`src/rtl/mem_axi_bridge_if.sv`:
```
// AXI3 single-beat channel bundle between the mem-stage bridge (master) and the memory slave.
interface mem_axi_bridge_if;
   logic [3:0]  arid;
   logic [31:0] araddr;
   logic [7:0]  arlen;
   logic [2:0]  arsize;
   logic [1:0]  arburst;
   logic [1:0]  arlock;
   logic [3:0]  arcache;
   logic [2:0]  arprot;
   logic        arvalid;
   logic        arready;

   logic [31:0] rdata;
   logic [1:0]  rresp;
   logic        rlast;
   logic        rvalid;
   logic        rready;

   logic [3:0]  awid;
   logic [31:0] awaddr;
   logic [7:0]  awlen;
   logic [2:0]  awsize;
   logic [1:0]  awburst;
   logic [1:0]  awlock;
   logic [3:0]  awcache;
   logic [2:0]  awprot;
   logic        awvalid;
   logic        awready;

   logic [3:0]  wid;
   logic [31:0] wdata;
   logic [3:0]  wstrb;
   logic        wlast;
   logic        wvalid;
   logic        wready;

   logic [1:0]  bresp;
   logic        bvalid;
   logic        bready;

   modport master (
      output arid, araddr, arlen, arsize, arburst, arlock, arcache, arprot, arvalid,
      input  arready,
      input  rdata, rresp, rlast, rvalid,
      output rready,
      output awid, awaddr, awlen, awsize, awburst, awlock, awcache, awprot, awvalid,
      input  awready,
      output wid, wdata, wstrb, wlast, wvalid,
      input  wready,
      input  bresp, bvalid,
      output bready
   );

   modport slave (
      input  arid, araddr, arlen, arsize, arburst, arlock, arcache, arprot, arvalid,
      output arready,
      output rdata, rresp, rlast, rvalid,
      input  rready,
      input  awid, awaddr, awlen, awsize, awburst, awlock, awcache, awprot, awvalid,
      output awready,
      input  wid, wdata, wstrb, wlast, wvalid,
      output wready,
      output bresp, bvalid,
      input  bready
   );
endinterface

```
`src/rtl/mem_axi_bridge.sv`:
```
// Single-outstanding load/store bridge from the mem stage to an AXI3 slave.
// All AXI outputs and d_data_ok are registered; only d_stall is combinational.
//
//  state | meaning
//  IDLE  | waiting for d_req; request lines latched on acceptance
//  RD_A  | arvalid held until AR handshake
//  RD_D  | rready high, waiting for rvalid
//  WR_AW | awvalid/wvalid each held until their own handshake
//  WR_B  | bready high, waiting for bvalid
//  DONE  | one-cycle d_data_ok pulse, back to IDLE
module mem_axi_bridge #(
   parameter logic [3:0] ID = 4'd0
) (
   input  logic        clk,
   input  logic        resetn,
   input  logic        d_req,
   input  logic        d_wr,
   input  logic [2:0]  d_size,
   input  logic [31:0] d_addr,
   input  logic [31:0] d_wdata,
   input  logic [3:0]  d_wstrb,
   output logic [31:0] d_rdata,
   output logic        d_data_ok,
   output logic        d_stall,
   mem_axi_bridge_if.master axi
);

   typedef enum logic [2:0] {IDLE, RD_A, RD_D, WR_AW, WR_B, DONE} state_t;

   state_t      state, state_nx;
   logic [31:0] addr_q, wdata_q;
   logic [2:0]  size_q;
   logic [3:0]  wstrb_q;
   logic        arvalid_q, rready_q, awvalid_q, wvalid_q, bready_q, data_ok_q;
   logic        arvalid_nx, rready_nx, awvalid_nx, wvalid_nx, bready_nx, data_ok_nx;
   logic        aw_done, w_done, aw_done_nx, w_done_nx;
   logic        latch_en, rdata_en;
   logic        aw_seen, w_seen;

   always_comb begin
      state_nx   = state;
      arvalid_nx = 1'b0;
      rready_nx  = 1'b0;
      awvalid_nx = 1'b0;
      wvalid_nx  = 1'b0;
      bready_nx  = 1'b0;
      data_ok_nx = 1'b0;
      aw_done_nx = aw_done;
      w_done_nx  = w_done;
      latch_en   = 1'b0;
      rdata_en   = 1'b0;
      aw_seen    = aw_done | (awvalid_q & axi.awready);
      w_seen     = w_done  | (wvalid_q  & axi.wready);
      case (state)
         IDLE: begin
            if (d_req) begin
               latch_en = 1'b1;
               if (d_wr) begin
                  state_nx   = WR_AW;
                  awvalid_nx = 1'b1;
                  wvalid_nx  = 1'b1;
                  aw_done_nx = 1'b0;
                  w_done_nx  = 1'b0;
               end else begin
                  state_nx   = RD_A;
                  arvalid_nx = 1'b1;
               end
            end
         end
         RD_A: begin
            if (axi.arready) begin
               state_nx  = RD_D;
               rready_nx = 1'b1;
            end else begin
               arvalid_nx = 1'b1;
            end
         end
         RD_D: begin
            if (axi.rvalid) begin
               state_nx   = DONE;
               data_ok_nx = 1'b1;
               rdata_en   = 1'b1;
            end else begin
               rready_nx = 1'b1;
            end
         end
         WR_AW: begin
            // Either channel may handshake first; the flags remember which one already has.
            if (aw_seen && w_seen) begin
               state_nx   = WR_B;
               bready_nx  = 1'b1;
               aw_done_nx = 1'b0;
               w_done_nx  = 1'b0;
            end else begin
               awvalid_nx = ~aw_seen;
               wvalid_nx  = ~w_seen;
               aw_done_nx = aw_seen;
               w_done_nx  = w_seen;
            end
         end
         WR_B: begin
            if (axi.bvalid) begin
               state_nx   = DONE;
               data_ok_nx = 1'b1;
            end else begin
               bready_nx = 1'b1;
            end
         end
         DONE:    state_nx = IDLE;
         default: state_nx = IDLE;
      endcase
   end

   always_ff @(posedge clk or negedge resetn) begin
      if (!resetn) begin
         state     <= IDLE;
         arvalid_q <= 1'b0;
         rready_q  <= 1'b0;
         awvalid_q <= 1'b0;
         wvalid_q  <= 1'b0;
         bready_q  <= 1'b0;
         data_ok_q <= 1'b0;
         aw_done   <= 1'b0;
         w_done    <= 1'b0;
      end else begin
         state     <= state_nx;
         arvalid_q <= arvalid_nx;
         rready_q  <= rready_nx;
         awvalid_q <= awvalid_nx;
         wvalid_q  <= wvalid_nx;
         bready_q  <= bready_nx;
         data_ok_q <= data_ok_nx;
         aw_done   <= aw_done_nx;
         w_done    <= w_done_nx;
      end
   end

   always_ff @(posedge clk or negedge resetn) begin
      if (!resetn) begin
         addr_q  <= '0;
         size_q  <= '0;
         wdata_q <= '0;
         wstrb_q <= '0;
         d_rdata <= '0;
      end else begin
         if (latch_en) begin
            addr_q  <= d_addr;
            size_q  <= d_size;
            wdata_q <= d_wdata;
            wstrb_q <= d_wstrb;
         end
         if (rdata_en) d_rdata <= axi.rdata;
      end
   end

   // Response codes and rlast carry no information for a single-beat bridge.
   logic unused_resp;
   assign unused_resp = ^{axi.rresp, axi.rlast, axi.bresp};

   assign d_data_ok   = data_ok_q;
   assign d_stall     = d_req & ~data_ok_q;

   assign axi.arid    = ID;
   assign axi.araddr  = addr_q;
   assign axi.arlen   = 8'd0;
   assign axi.arsize  = size_q;
   assign axi.arburst = 2'b01;
   assign axi.arlock  = 2'b00;
   assign axi.arcache = 4'd0;
   assign axi.arprot  = 3'd0;
   assign axi.arvalid = arvalid_q;
   assign axi.rready  = rready_q;

   assign axi.awid    = ID;
   assign axi.awaddr  = addr_q;
   assign axi.awlen   = 8'd0;
   assign axi.awsize  = size_q;
   assign axi.awburst = 2'b01;
   assign axi.awlock  = 2'b00;
   assign axi.awcache = 4'd0;
   assign axi.awprot  = 3'd0;
   assign axi.awvalid = awvalid_q;

   assign axi.wid     = ID;
   assign axi.wdata   = wdata_q;
   assign axi.wstrb   = wstrb_q;
   assign axi.wlast   = wvalid_q;
   assign axi.wvalid  = wvalid_q;
   assign axi.bready  = bready_q;

endmodule

```
`src/flat_wrapper.sv`:
```
// flat-port wrapper written by rule: the top's interface ports become plain ports
module mem_axi_bridge_flat 
#(
   parameter logic [3:0] ID = 4'd0
)
  (clk, resetn, d_req, d_wr, d_size, d_addr, d_wdata, d_wstrb, d_rdata, d_data_ok, d_stall, axi_arid, axi_araddr, axi_arlen, axi_arsize, axi_arburst, axi_arlock, axi_arcache, axi_arprot, axi_arvalid, axi_arready, axi_rdata, axi_rresp, axi_rlast, axi_rvalid, axi_rready, axi_awid, axi_awaddr, axi_awlen, axi_awsize, axi_awburst, axi_awlock, axi_awcache, axi_awprot, axi_awvalid, axi_awready, axi_wid, axi_wdata, axi_wstrb, axi_wlast, axi_wvalid, axi_wready, axi_bresp, axi_bvalid, axi_bready);
  mem_axi_bridge_if axi_i ();
  input  logic clk;
  input  logic resetn;
  input  logic d_req;
  input  logic d_wr;
  input  logic [2:0] d_size;
  input  logic [31:0] d_addr;
  input  logic [31:0] d_wdata;
  input  logic [3:0] d_wstrb;
  output logic [31:0] d_rdata;
  output logic d_data_ok;
  output logic d_stall;
  output wire logic [$bits(axi_i.arid)-1:0] axi_arid;
  output wire logic [$bits(axi_i.araddr)-1:0] axi_araddr;
  output wire logic [$bits(axi_i.arlen)-1:0] axi_arlen;
  output wire logic [$bits(axi_i.arsize)-1:0] axi_arsize;
  output wire logic [$bits(axi_i.arburst)-1:0] axi_arburst;
  output wire logic [$bits(axi_i.arlock)-1:0] axi_arlock;
  output wire logic [$bits(axi_i.arcache)-1:0] axi_arcache;
  output wire logic [$bits(axi_i.arprot)-1:0] axi_arprot;
  output wire logic [$bits(axi_i.arvalid)-1:0] axi_arvalid;
  input wire logic [$bits(axi_i.arready)-1:0] axi_arready;
  input wire logic [$bits(axi_i.rdata)-1:0] axi_rdata;
  input wire logic [$bits(axi_i.rresp)-1:0] axi_rresp;
  input wire logic [$bits(axi_i.rlast)-1:0] axi_rlast;
  input wire logic [$bits(axi_i.rvalid)-1:0] axi_rvalid;
  output wire logic [$bits(axi_i.rready)-1:0] axi_rready;
  output wire logic [$bits(axi_i.awid)-1:0] axi_awid;
  output wire logic [$bits(axi_i.awaddr)-1:0] axi_awaddr;
  output wire logic [$bits(axi_i.awlen)-1:0] axi_awlen;
  output wire logic [$bits(axi_i.awsize)-1:0] axi_awsize;
  output wire logic [$bits(axi_i.awburst)-1:0] axi_awburst;
  output wire logic [$bits(axi_i.awlock)-1:0] axi_awlock;
  output wire logic [$bits(axi_i.awcache)-1:0] axi_awcache;
  output wire logic [$bits(axi_i.awprot)-1:0] axi_awprot;
  output wire logic [$bits(axi_i.awvalid)-1:0] axi_awvalid;
  input wire logic [$bits(axi_i.awready)-1:0] axi_awready;
  output wire logic [$bits(axi_i.wid)-1:0] axi_wid;
  output wire logic [$bits(axi_i.wdata)-1:0] axi_wdata;
  output wire logic [$bits(axi_i.wstrb)-1:0] axi_wstrb;
  output wire logic [$bits(axi_i.wlast)-1:0] axi_wlast;
  output wire logic [$bits(axi_i.wvalid)-1:0] axi_wvalid;
  input wire logic [$bits(axi_i.wready)-1:0] axi_wready;
  input wire logic [$bits(axi_i.bresp)-1:0] axi_bresp;
  input wire logic [$bits(axi_i.bvalid)-1:0] axi_bvalid;
  output wire logic [$bits(axi_i.bready)-1:0] axi_bready;
  assign axi_arid = axi_i.arid;
  assign axi_araddr = axi_i.araddr;
  assign axi_arlen = axi_i.arlen;
  assign axi_arsize = axi_i.arsize;
  assign axi_arburst = axi_i.arburst;
  assign axi_arlock = axi_i.arlock;
  assign axi_arcache = axi_i.arcache;
  assign axi_arprot = axi_i.arprot;
  assign axi_arvalid = axi_i.arvalid;
  assign axi_i.arready = axi_arready;
  assign axi_i.rdata = axi_rdata;
  assign axi_i.rresp = axi_rresp;
  assign axi_i.rlast = axi_rlast;
  assign axi_i.rvalid = axi_rvalid;
  assign axi_rready = axi_i.rready;
  assign axi_awid = axi_i.awid;
  assign axi_awaddr = axi_i.awaddr;
  assign axi_awlen = axi_i.awlen;
  assign axi_awsize = axi_i.awsize;
  assign axi_awburst = axi_i.awburst;
  assign axi_awlock = axi_i.awlock;
  assign axi_awcache = axi_i.awcache;
  assign axi_awprot = axi_i.awprot;
  assign axi_awvalid = axi_i.awvalid;
  assign axi_i.awready = axi_awready;
  assign axi_wid = axi_i.wid;
  assign axi_wdata = axi_i.wdata;
  assign axi_wstrb = axi_i.wstrb;
  assign axi_wlast = axi_i.wlast;
  assign axi_wvalid = axi_i.wvalid;
  assign axi_i.wready = axi_wready;
  assign axi_i.bresp = axi_bresp;
  assign axi_i.bvalid = axi_bvalid;
  assign axi_bready = axi_i.bready;
  mem_axi_bridge #(.ID(ID)) u_core (.clk(clk), .resetn(resetn), .d_req(d_req), .d_wr(d_wr), .d_size(d_size), .d_addr(d_addr), .d_wdata(d_wdata), .d_wstrb(d_wstrb), .d_rdata(d_rdata), .d_data_ok(d_data_ok), .d_stall(d_stall), .axi(axi_i));
endmodule
```
`config.mk`:
```
export PLATFORM = sky130hd
export DESIGN_NAME = mem_axi_bridge_flat
export DESIGN_NICKNAME = d
export VERILOG_FILES = /design/src/rtl/mem_axi_bridge_if.sv /design/src/rtl/mem_axi_bridge.sv /design/src/flat_wrapper.sv
export SDC_FILE = /design/constraint.sdc
export NUM_CORES = 1
export LEC_CHECK = 0
export BUFFER_PORTS_ARGS = -buffer_cell sky130_fd_sc_hd__clkbuf_2
export CAP_MARGIN = 20
export CORE_AREA = 2 2 123 125
export DETAILED_ROUTE_END_ITERATION = 12
export DIE_AREA = 0 0 125 127
export HOLD_SLACK_MARGIN = 0.15
export PLACE_DENSITY = 0.67
export SLEW_MARGIN = 20
export SYNTH_ARGS = -nofsm -noshare
export SYNTH_HDL_FRONTEND = slang
export SYNTH_SLANG_ARGS = --single-unit
```
`constraint.sdc`:
```
create_clock -name clk -period 3.59 [get_ports clk]
set_clock_uncertainty 0.05 [all_clocks]
set_input_delay 0.359 -clock clk [delete_from_list [all_inputs] [get_ports clk]]
set_output_delay 0.359 -clock clk [all_outputs]
set_load 0.05 [all_outputs]
```
==> metrics.yaml <==
sta:
  period_share_pct: 54.5
  max_slew_margin_pct: 58.5
  worst_slew_pin_slew_ps: 622
  setup_tns_ps: 0
  fmax_mhz: 511
  slew_violations: 0
  period_minus_slack_ps: 1960
  finalHoldViolations: 0
  rsz0062_at_grt: "no"
  whs_ps: 249
  setup_viol: 0
yosys:
  synthesis.area_sq_um: 5080
  yosys_warnings: 0
  ys_ff_latch: 114
  yosysTopAreaCell: "dfrtp_1"
  synth_area_leaders: "dfrtp_1 56%, mux2_1 15%, buf_4 13%, mux2_2 7.5%, buf_6 2.2%"
  synth_top_area_share_pct: 56.2
  synth_cells: 363
  ys_seq_area_share_pct: 56.2
  syn_area_per_cell_sq_um: 14.0
  yosysUniqueCellTypes: 29
layout:
  multi_input_area_sq_um: 1630
  drive_gt1_share_pct: 46.4
  nFillCells: 1191
  finish.instance_area_sq_um: 7690
  area_growth_pct: 51.4
  final_util_pct: 53.3
  seqCellArea_sq_um: 2850
  fin_nets: 813
  antenna_cells: 0
critical_path:
  criticalPathCategory: "reg2reg"
  crit_fanout: 37
  startpoint_type: "register"
  worstPathArrival_ps: 2200
  crit_required_ps: 3830
  endpoint_kind: "register"
route:
  drc: 0
  final_antenna_net_count: 0
  wl_per_cell_um: 15.3
  num_vias: 3940
  drtPass1Iterations: 4
  first_iter_violations: 154
  wl_mm: 13.7
  viasPerCell: 4.41
floorplanning:
  core_sq_um: 14400
  die_w_um: 125
  fp.dieH_um: 127
  io_pins: 313
  rows: 44
  dieArea_sq_um: 15900
  start_util_pct: 35.2
clock_network:
  cts_max_path_buffers: 2
  insertion_delay_ps: 410
  clockRootBuffer: "clkbuf_16"
  ctsResizeCount: 0
  cts_buffers: 17
  cts_htree_levels: 4
  cts_hold_buf: 106
  cts_tree: "yes"
  post-cts-setup-buffers: 0
  numClockSinks: 114
  clk_pin_slew_ps: 50
run:
  maxCapViolCount: 0
min_path:
  hold_class: "in2reg"
global_routing:
  grt_max_degree: 115
  grt_pass1_vias: 4160
  grt-ovfl-total: 0
  grt_usage_pct: 17.5
  antenna_found_initial: 0
  grt_pass1_wl_mm: 21.7
placement:
  gp_congestion: 0.735
  placed_cell_area_sq_um: 6050
  port-buffer-count: 257
  dp_hpwl_mm: 8.63
outcome:
  status: "completed"
==> synthesized netlist by cell type (all sizes together) <==
cell type / instances
dfrtp: 114
mux2: 103
buf: 100
a21oi: 8
nand2: 7
nor2: 5
nand3b: 3
a41oi: 2
conb: 2
nor2b: 2
nor3b: 2
o2bb2ai: 2
a221o: 1
a2bb2oi: 1
a311oi: 1
a32o: 1
and3b: 1
clkbuf: 1
inv: 1
mux2i: 1
nor3: 1
nor4b: 1
o21ai: 1
or3: 1
or4bb: 1
==> kinds of logic after synthesis <==
kind of cell,Yosys count,synth area share (%)
compound gates,17,2.32
buf+inv,102,15.5
flops,114,56.2
mux,104,23.0
other cells,2,0.148
simple gates,24,2.83
==> worst max-delay path: stages, from the launching register on <==
cell and delay, ps:
dfrtp_1 550, nor4b_4 340, buf_4 480, mux2_2 390
==> routing by layer <==
metal / wire, um / track usage (%)
met2: 7450 / 31.6
met4: 422 / 9.08
met3: 1130 / 6.20
met5: 0 / 0
met1: 4690 / 18.0
==> layout by cell type, fill, tap and decap left out, types with 2 or more instances in the layout <==
master         count
nor3b_1            2
clkbuf_16         17
nor2_1             4
buf_4              4
dlygate4sd3_1    106
clkinvlp_4         5
nor2b_1            2
nand2_1            7
mux2_1            69
clkinv_2           2
a21oi_1            8
a41oi_1            2
nand3b_1           3
clkbuf_8           4
o2bb2ai_1          2
dfrtp_1          114
conb_1            50
clkinv_4           2
clkbuf_2         256
mux2_2            34
==> state kept, by name, indices dropped and copies added (netlist names) <==
signal	count
u_core.axi.araddr	32
u_core.state	3
u_core.axi.arsize	3
u_core.axi.wstrb	4
u_core.axi.bready	1
u_core.axi.rready	1
u_core.w_done	1
u_core.aw_done	1
u_core.axi.awvalid	1
u_core.axi.wlast	1
u_core.axi.wdata	32
u_core.d_rdata	32
u_core.d_data_ok	1
u_core.axi.arvalid	1
==> per-stage QoR <==
stage | worst slack [ps] | cells
2_1_floorplan | 1860 | 411
3_3_place_gp | 1650 | 755
3_5_place_dp | 1630 | 755
4_1_cts | 1600 | 893
5_1_grt | 1510 | 893
6_report | 1630 | 893
==> worst paths after layout <==
check / startpoint / endpoint / slack (ps) / depth (start not counted)
setup reg to reg: u_core.state[0]$_DFFE_PN0P_ / u_core.axi.wdata[25]$_DFFE_PN0P_ / 1630 / 3
hold reg to reg: u_core.axi.wstrb[1]$_DFFE_PN0P_ / u_core.axi.wstrb[1]$_DFFE_PN0P_ / 440 / 1
hold / removal: axi_wready / u_core.w_done$_DFFE_PN0P_ / 250 / 3
min in group asynchronous: resetn / u_core.d_rdata[10]$_DFFE_PN0P_ / 530 / 3
setup / recovery: u_core.state[0]$_DFFE_PN0P_ / u_core.axi.wdata[25]$_DFFE_PN0P_ / 1630 / 3
max in group asynchronous: resetn / u_core.axi.araddr[4]$_DFFE_PN0P_ / 2460 / 3
==> final cells by class <==
cell class	instances	area share, %
flip-flops and latches	114	37.1
inverters	1	0.0488
multi-input cells	195	21.2
clock inverters	11	1.35
clock buffers	21	6.25
well taps	184	2.99
repair buffers	367	31.1
Power is not shown: default switching activity piles up to over one toggle a cycle in this logic, so the estimate is an artifact.
